## src/rtl/mem_arb_pkg.sv

```systemverilog
// Shared types and constants for the unified instruction/data memory arbiter.
package mem_arb_pkg;

  typedef enum logic {
    IDLE = 1'b0,
    BUSY = 1'b1
  } arb_state_t;

  typedef enum logic [1:0] {
    OWN_NONE  = 2'd0,
    OWN_FETCH = 2'd1,
    OWN_DATA  = 2'd2
  } owner_t;

  // Size code presented to memory for every instruction fetch.
  localparam logic [2:0] MEMOP_WORD = 3'b010;

  // Bit positions of the two requesters in request/grant vectors.
  localparam int REQ_FETCH = 0;
  localparam int REQ_DATA  = 1;

  // Encoding of the last_grant history bit.
  localparam logic LAST_FETCH = 1'b0;
  localparam logic LAST_DATA  = 1'b1;

endpackage

```

## src/rtl/rr_arbiter2.sv

```systemverilog
// Two-requester round-robin arbiter, purely combinational.
// Bit 0 is requester 0, bit 1 is requester 1; i_last_grant holds the index of
// the requester that won most recently, so the other one wins a tie.
module rr_arbiter2 (
  input  logic [1:0] i_req,
  input  logic       i_last_grant,
  input  logic       i_enable,
  output logic [1:0] o_gnt
);

  // Choose at most one winner; a lone requester always wins.
  always_comb begin
    o_gnt = 2'b00;
    if (i_enable) begin
      case (i_req)
        2'b01:   o_gnt = 2'b01;
        2'b10:   o_gnt = 2'b10;
        2'b11:   o_gnt = i_last_grant ? 2'b01 : 2'b10;
        default: o_gnt = 2'b00;
      endcase
    end else begin
      o_gnt = 2'b00;
    end
  end

endmodule

```

## src/rtl/imem_dmem_arbiter.sv

```systemverilog
// Shares one single-port, fixed-latency memory between the instruction-fetch
// port and the load/store port. One transaction is in flight at a time; the
// next one may be granted in the response cycle of the current one.
module imem_dmem_arbiter
  import mem_arb_pkg::*;
#(
  parameter int ADDR_W  = 32,
  parameter int DATA_W  = 32,
  parameter int MEM_LAT = 2
) (
  input  logic              clock,
  input  logic              reset_n,
  input  logic              if_req,
  input  logic [ADDR_W-1:0] if_addr,
  output logic              if_gnt,
  output logic              if_rvalid,
  output logic [DATA_W-1:0] if_rdata,
  input  logic              d_req,
  input  logic              d_we,
  input  logic [ADDR_W-1:0] d_addr,
  input  logic [DATA_W-1:0] d_wdata,
  input  logic [2:0]        d_memop,
  output logic              d_gnt,
  output logic              d_rvalid,
  output logic [DATA_W-1:0] d_rdata,
  output logic              mem_en,
  output logic              mem_we,
  output logic [ADDR_W-1:0] mem_addr,
  output logic [DATA_W-1:0] mem_wdata,
  output logic [2:0]        mem_memop,
  input  logic [DATA_W-1:0] mem_rdata
);

  localparam logic [3:0] CNT_INIT = 4'(MEM_LAT - 1);

  arb_state_t r_state;
  logic [3:0] r_cnt;
  owner_t     r_owner;
  logic       r_last_grant;
  logic       r_store;

  logic       w_resp;
  logic       w_arb_ok;
  logic [1:0] w_req;
  logic [1:0] w_gnt;

  assign w_resp   = (r_state == BUSY) && (r_cnt == 4'd0);
  assign w_arb_ok = (r_state == IDLE) || w_resp;
  assign w_req    = {d_req, if_req};

  // Arbitration is suppressed while reset is held so every output stays 0
  // even if the CPU is already presenting requests.
  rr_arbiter2 u_rr (
    .i_req        (w_req),
    .i_last_grant (r_last_grant),
    .i_enable     (w_arb_ok & reset_n),
    .o_gnt        (w_gnt)
  );

  // Drive grant strobes and the memory command from this cycle's winner.
  always_comb begin
    if_gnt    = w_gnt[REQ_FETCH];
    d_gnt     = w_gnt[REQ_DATA];
    mem_en    = |w_gnt;
    mem_we    = 1'b0;
    mem_addr  = {ADDR_W{1'b0}};
    mem_wdata = {DATA_W{1'b0}};
    mem_memop = 3'b000;
    if (w_gnt[REQ_DATA]) begin
      mem_we    = d_we;
      mem_addr  = d_addr;
      mem_wdata = d_wdata;
      mem_memop = d_memop;
    end else if (w_gnt[REQ_FETCH]) begin
      mem_addr  = if_addr;
      mem_memop = MEMOP_WORD;
    end else begin
      mem_addr  = {ADDR_W{1'b0}};
    end
  end

  // Route read data to the owner in its single response cycle; stores return 0.
  always_comb begin
    if_rvalid = 1'b0;
    if_rdata  = {DATA_W{1'b0}};
    d_rvalid  = 1'b0;
    d_rdata   = {DATA_W{1'b0}};
    if (w_resp && (r_owner == OWN_FETCH)) begin
      if_rvalid = 1'b1;
      if_rdata  = mem_rdata;
    end else if (w_resp && (r_owner == OWN_DATA)) begin
      d_rvalid = 1'b1;
      d_rdata  = r_store ? {DATA_W{1'b0}} : mem_rdata;
    end else begin
      d_rvalid = 1'b0;
    end
  end

  // Track the in-flight transaction: owner, remaining latency, tie-break history.
  always_ff @(posedge clock or negedge reset_n) begin
    if (!reset_n) begin
      r_state      <= IDLE;
      r_cnt        <= 4'd0;
      r_owner      <= OWN_NONE;
      r_last_grant <= LAST_FETCH;
      r_store      <= 1'b0;
    end else if (|w_gnt) begin
      r_state      <= BUSY;
      r_cnt        <= CNT_INIT;
      r_owner      <= w_gnt[REQ_DATA] ? OWN_DATA : OWN_FETCH;
      r_last_grant <= w_gnt[REQ_DATA] ? LAST_DATA : LAST_FETCH;
      r_store      <= w_gnt[REQ_DATA] & d_we;
    end else if ((r_state == BUSY) && (r_cnt != 4'd0)) begin
      r_cnt <= r_cnt - 4'd1;
    end else if (r_state == BUSY) begin
      r_state <= IDLE;
      r_owner <= OWN_NONE;
      r_store <= 1'b0;
    end else begin
      r_state <= r_state;
    end
  end

endmodule

```

## config.mk

```make
export PLATFORM = sky130hd
export DESIGN_NAME = imem_dmem_arbiter
export DESIGN_NICKNAME = d
export VERILOG_FILES = /design/src/rtl/mem_arb_pkg.sv /design/src/rtl/rr_arbiter2.sv /design/src/rtl/imem_dmem_arbiter.sv
export SDC_FILE = /design/constraint.sdc
export NUM_CORES = 1
export LEC_CHECK = 0
export BUFFER_PORTS_ARGS = -buffer_cell sky130_fd_sc_hd__buf_2
export CAP_MARGIN = 0
export CELL_PAD_IN_SITES_DETAIL_PLACEMENT = 0
export CELL_PAD_IN_SITES_GLOBAL_PLACEMENT = 1
export CORE_ASPECT_RATIO = 0.7
export CORE_MARGIN = 1
export CORE_UTILIZATION = 15
export DETAILED_ROUTE_END_ITERATION = 8
export HOLD_SLACK_MARGIN = 0.02
export PLACE_DENSITY = 0.88
export SYNTH_ARGS = -nofsm -noshare
export SYNTH_HDL_FRONTEND = slang
export SYNTH_SLANG_ARGS = --single-unit
```

## constraint.sdc

```tcl
create_clock -name clock -period 2 [get_ports clock]
set_input_delay 0.3 -clock clock [delete_from_list [all_inputs] [get_ports clock]]
set_output_delay 0.3 -clock clock [all_outputs]
set_load 0.005 [all_outputs]
```

# After elaboration in Yosys (flattened, before gate mapping)
# Index checks and enable logic that the tools add are counted.
[classes] eq_ne=6 muxes=28 add_sub_neg=1 n_div=0 bitwise=3 n_reduce_logical=11 multipliers=0 shifts=0 order_cmp=0
[op_table] op="$mux 32" count=7
[op_table] op="$mux 2" count=7
[op_table] op="$mux 1" count=10
[op_table] op="$mux 4" count=2
[op_table] op="$eq 2x2->1 const B" count=3
[op_table] op="$pmux 2 s3" count=1
[op_table] op="$eq 2x1->1 const B" count=2
[op_table] op="$logic_and 1x1->1" count=4
[op_table] op="$logic_not 4->1" count=1
[op_table] op="$reduce_bool 2->1" count=2
[op_table] op="$reduce_bool 4->1" count=1
[op_table] op="$sub 4x1->4 const B" count=1
[op_table] op="$mux 3" count=1
[op_table] op="$and 1x1->1" count=2
[op_table] op="$ne 2x2->1 const B" count=1
[op_table] op="$reduce_and 2->1" count=1
[op_table] op="$reduce_or 2->1" count=1
[op_table] op="$logic_or 1x1->1" count=1
[op_table] op="$not 1->1" count=1
[totals] ram_bits=0 rom_bits=0 n_memories=0 latch_bits=0 reg_bits=9

# Depth between registers and ports, before layout
[depth] ltp_word=8 mapped_depth=7 mapped_depth_nobuf=5

# Hierarchy
# Synthesis repeated with hierarchy kept, for this count alone.
[unflattened] cells_unflattened=198 hier_area_um2=1496.4
[modules_own_cells] module="imem_dmem_arbiter" area_each_um2=1475.2 seq_area_each_um2=225.2 cells_per_inst=193 instances=1
[modules_own_cells] module="rr_arbiter2" area_each_um2=21.3 seq_area_each_um2=0.0 cells_per_inst=5 instances=1

# Least setup slack after synthesis
# OpenSTA, ideal clock, no wires.
[synth_timing] path_type="register to output" start="register r_cnt[0]" end="output mem_memop[0]" arrival_ns=1.745 stages_incl_launch_ff=8 path_slack_ns=-0.045 cell_sequence="dfrtp_1 -> inv_1 -> ha_1 -> or3b_1 -> a211oi_2 -> buf_4 -> buf_4 -> and2_1"
[synth_between] elab_chain_cells=6
[synth_lines] element="start: declaration" line_no="imem_dmem_arbiter.sv:37" rtl="logic [3:0] r_cnt;"
[synth_lines] element="start signal: assignment" line_no="imem_dmem_arbiter.sv:114" rtl="r_cnt <= r_cnt - 4'd1;"
[synth_lines] element="$logic_not 4->1" line_no="imem_dmem_arbiter.sv:47" rtl="assign w_resp = (r_state == BUSY) && (r_cnt == 4'd0);"
[synth_lines] element="$logic_and 1x1->1" line_no="imem_dmem_arbiter.sv:47"
[synth_lines] element="$logic_or 1x1->1" line_no="imem_dmem_arbiter.sv:48" rtl="assign w_arb_ok = (r_state == IDLE) || w_resp;"
[synth_lines] element="$and 1x1->1" line_no="imem_dmem_arbiter.sv:56" rtl=".i_enable (w_arb_ok & reset_n),"
[synth_lines] element="$mux 2" line_no="rr_arbiter2.sv:14" rtl="if (i_enable) begin"
[synth_lines] element="net d_gnt" line_no="imem_dmem_arbiter.sv:23" rtl="output logic d_gnt,"
[synth_lines] element="$mux 3" line_no="imem_dmem_arbiter.sv:69" rtl="if (w_gnt[REQ_DATA]) begin"
[synth_lines] element="end: declaration" line_no="imem_dmem_arbiter.sv:30" rtl="output logic [2:0] mem_memop,"
# The timed path passes the listed nets, and every way through them passes these cells.

# Worst setup path in the final report
[layout_timing] start="register r_cnt[1]" end="output mem_wdata[17]"
[layout_between] elab_chain_cells=6
[layout_lines] element="$logic_not 4->1" line_no="imem_dmem_arbiter.sv:47"
[layout_lines] element="$logic_and 1x1->1" line_no="imem_dmem_arbiter.sv:47"
[layout_lines] element="$logic_or 1x1->1" line_no="imem_dmem_arbiter.sv:48"
[layout_lines] element="$and 1x1->1" line_no="imem_dmem_arbiter.sv:56"
[layout_lines] element="$mux 2" line_no="rr_arbiter2.sv:14"
[layout_lines] element="$mux 32" line_no="imem_dmem_arbiter.sv:69"
[layout_lines] element="end: declaration" line_no="imem_dmem_arbiter.sv:29" rtl="output logic [DATA_W-1:0] mem_wdata,"
# No other way between the ends.

==> results.py <==
metrics = {
    "cells_and_area": {
        "drive_gt1_frac": 0.750,
        "final_nets": 684,
        "stdcell_count": 698,
        "most-common-layout-cells": "220 x buf_2, 60 x buf_6, 52 x and2_4",
        "fillCellCount": 1074,
        "syn2layout_area_growth_pct": 166,
        "n_antenna_cell": 0,
        "mostFrequentLayoutCell": "buf_2",
        "final_area_sq_mm": 0.00450,
    },
    "placement": {
        "gp_congestion": 0.825,
        "port_buffers": 272,
        "dp.cells": 667,
        "dp_hpwl_mm": 6.34,
        "place_area_sq_mm": 0.00338,
    },
    "critical_path": {
        "crit_top_cell": "buf_6",
        "path_cells": "inv_2 -> ha_4 -> or3b_4 -> a211oi_4 -> buf_6 -> buf_6 -> and2_1 -> buf_2",
        "crit_slowest_cell": "or3b_4",
        "path_max_fanout": 9,
        "worst-path-buf-inv": 4,
        "cp-end-kind": "output port",
        "max_stage_delay_ns": 0.40,
        "path_delay_family": "buffers and inverters",
        "path_class": "register to output port",
        "cp.required_ns": 1.70,
        "arrival_ns": 2.09,
        "crit_path_start_kind": "register",
    },
    "sta": {
        "timing.final.crit_share": 1.19,
        "timing.final.ws_setup_ns": -0.386,
        "drv_slew": 0,
        "relSlewSlack": 0.746,
        "finalSetupTns_ns": -32.15,
        "setup_viol": 136,
        "whs_ns": 0.284,
        "worst_slew_pin_slew_ns": 0.380,
        "rsz0062_at_grt": "yes",
        "skew_ns": 0.00193,
        "max_freq_mhz": 419,
        "min_period_ns": 2.39,
        "hold_violations": 0,
    },
    "floorplan": {
        "core_sq_mm": 0.0110,
        "io_pins": 273,
        "die_y_um": 90.8,
        "die_w_um": 129,
        "start_util": 0.154,
        "rows": 32,
        "die_area_sq_mm": 0.0117,
    },
    "global_routing": {
        "grt_first_pass_wirelength_mm": 13.4,
        "grtUsageTotal": 0.143,
        "grt_pass1_vias": 2437,
        "overflow": 0,
        "antenna_found_initial": 0,
        "grt_max_degree": 38,
    },
    "cts": {
        "clkLatencyLatePin_ns": 0.24,
        "root_buffer": "clkbuf_16",
        "htree_levels": 1,
        "cts_made_buffers": 3,
        "cts.clk_slew.worst_paths_ns": 0.04,
        "cts.sinks": 9,
        "cts_buffer_depth": 2,
        "cts_tree": "done",
    },
    "power": {
        "cellPowerDensity_mw_per_mm2": 699,
        "total_power_mw": 3.15,
        "cellLeakagePower_nw": 2.38,
        "peakVddDrop_mv": 0.401,
    },
    "routing": {
        "drt-total-wl_mm": 10.0,
        "vias": 2956,
        "drt_iter0_drc": 180,
        "ant_nets": 0,
        "wl_per_cell_um": 14.4,
        "viasPerCell": 4.23,
        "drc": 0,
        "dr.pass1.iters": 6,
    },
    "outcome": {
        "status": "complete, but fails checks",
        "violations": "negative setup slack",
    },
    "synthesis": {
        "yosysUniqueCellTypes": 35,
        "syn_nets": 385,
        "ys_warn_count": 0,
        "syn_inst": 247,
        "synth-seq-cells": 9,
        "synthesis.area_sq_mm": 0.00169,
        "ys_seq_area_frac": 0.133,
        "syn_avg_cell_area_sq_um": 6.84,
    },
    "job": {
        "max_cap_viol_count": 0,
    },
    "hold_path": {
        "min_path_type": "input pin to register",
    },
}
==> worst reg2reg max path, stage by stage (launching register included) <==
cell	delay, ns
dfrtp_1	0.38
inv_2	0.09
ha_4	0.15
buf_4	0.11
buf_6	0.09
nor3b_4	0.26
o21ai_4	0.11
buf_12	0.15
buf_8	0.13
buf_4	0.15
o21ai_0	0.16
==> Yosys cell counts <==
cell / number / area [sq um]
a211oi_2: 1 / 12.5
a21bo_2: 1 / 10.0
a21boi_0: 1 / 7.51
a21boi_1: 1 / 7.51
a21oi_1: 2 / 10.0
a31o_2: 1 / 8.76
a31oi_1: 1 / 6.26
a32oi_1: 32 / 280
and2_1: 99 / 619
buf_1: 2 / 7.51
buf_4: 3 / 22.5
clkbuf_1: 19 / 71.3
clkinv_1: 1 / 3.75
dfrtp_1: 9 / 225
ha_1: 2 / 25.0
inv_1: 4 / 15.0
mux2_2: 1 / 11.3
mux2i_1: 2 / 20.0
nand2_1: 5 / 18.8
nand2b_1: 2 / 12.5
nand3_1: 2 / 10.0
nand4_1: 1 / 6.26
nand4bb_1: 1 / 11.3
nor2_1: 36 / 135
nor2b_1: 2 / 12.5
nor3_1: 1 / 5.00
nor3b_1: 2 / 15.0
nor3b_2: 1 / 12.5
nor4b_2: 1 / 15.0
o211ai_1: 1 / 7.51
o21ai_0: 6 / 30.0
o21ai_2: 1 / 8.76
o2bb2ai_1: 1 / 8.76
o311ai_0: 1 / 8.76
or3b_1: 1 / 8.76
==> cell type report <==
cell class | instances | area, sq um | share of cell area
repair buffers | 318 | 2330 | 0.518
well taps | 153 | 191 | 0.0425
flip-flops and latches | 9 | 225 | 0.0500
multi-input cells | 209 | 1650 | 0.367
inverters | 5 | 18.8 | 0.00417
clock buffers | 4 | 78.8 | 0.0175
==> stage by stage <==
step	utilization	setup slack, ns
after floorplan	-	0.0175
after global placement	0.307	-0.0479
after detailed placement	0.307	-0.0979
after CTS	0.361	-0.297
after global routing	0.409	-0.425
final	0.409	-0.386
==> power breakdown <==
group | internal, mW | switching (mW)
Sequential | 0.266 | 0.0842
Combinational | 1.36 | 1.07
Clock | 0.267 | 0.0951
Total | 1.90 | 1.25
==> path summary, 6_finish.rpt <==
path	from	endpoint	slack (ns)	cells past startpoint
setup / recovery	r_cnt[1]	mem_wdata[17]	-0.39	8
hold / removal	d_we	r_store	0.28	2
setup reg to reg	r_cnt[1]	r_last_grant	0.13	10
hold reg to reg	r_store	r_store	0.56	2
max in group asynchronous	reset_n	r_cnt[2]	1.14	3
min in group asynchronous	reset_n	r_cnt[1]	0.61	3
==> registers in the layout (all words and copies together), names as in the netlist <==
name and cells:
r_last_grant 1, r_store 1, r_cnt 4, r_owner 2, r_state 1
==> per-layer routing <==
metal	GRT usage	part of all wire	vias to the layer above
li1	-	-	1455
met1	0.208	0.45	1366
met2	0.233	0.49	132
met3	0.0160	0.053	3
met4	0.0147	0.0024	0
met5	0	0	-
==> cell families after synthesis <==
kind of cell | after synthesis | synth area share
compound gates | 50 | 0.241
fa+ha+maj | 2 | 0.0148
buf+inv | 29 | 0.0711
flops | 9 | 0.133
mux | 3 | 0.0185
simple gates | 154 | 0.522
==> repair_timing <==
| action | in CTS | in global routing |
|---|---|---|
| gates resized for setup | 56 | 114 |
| endpoints found under the setup margin | 136 | 136 |
| pin swaps | 27 | 38 |
| buffers inserted | 10 | 6 |
| hold endpoints to repair | 5 | 0 |
| hold buffers | 2 | 0 |
| cloned | 8 | 5 |
Note: power is estimated with default switching activity, not from simulation.
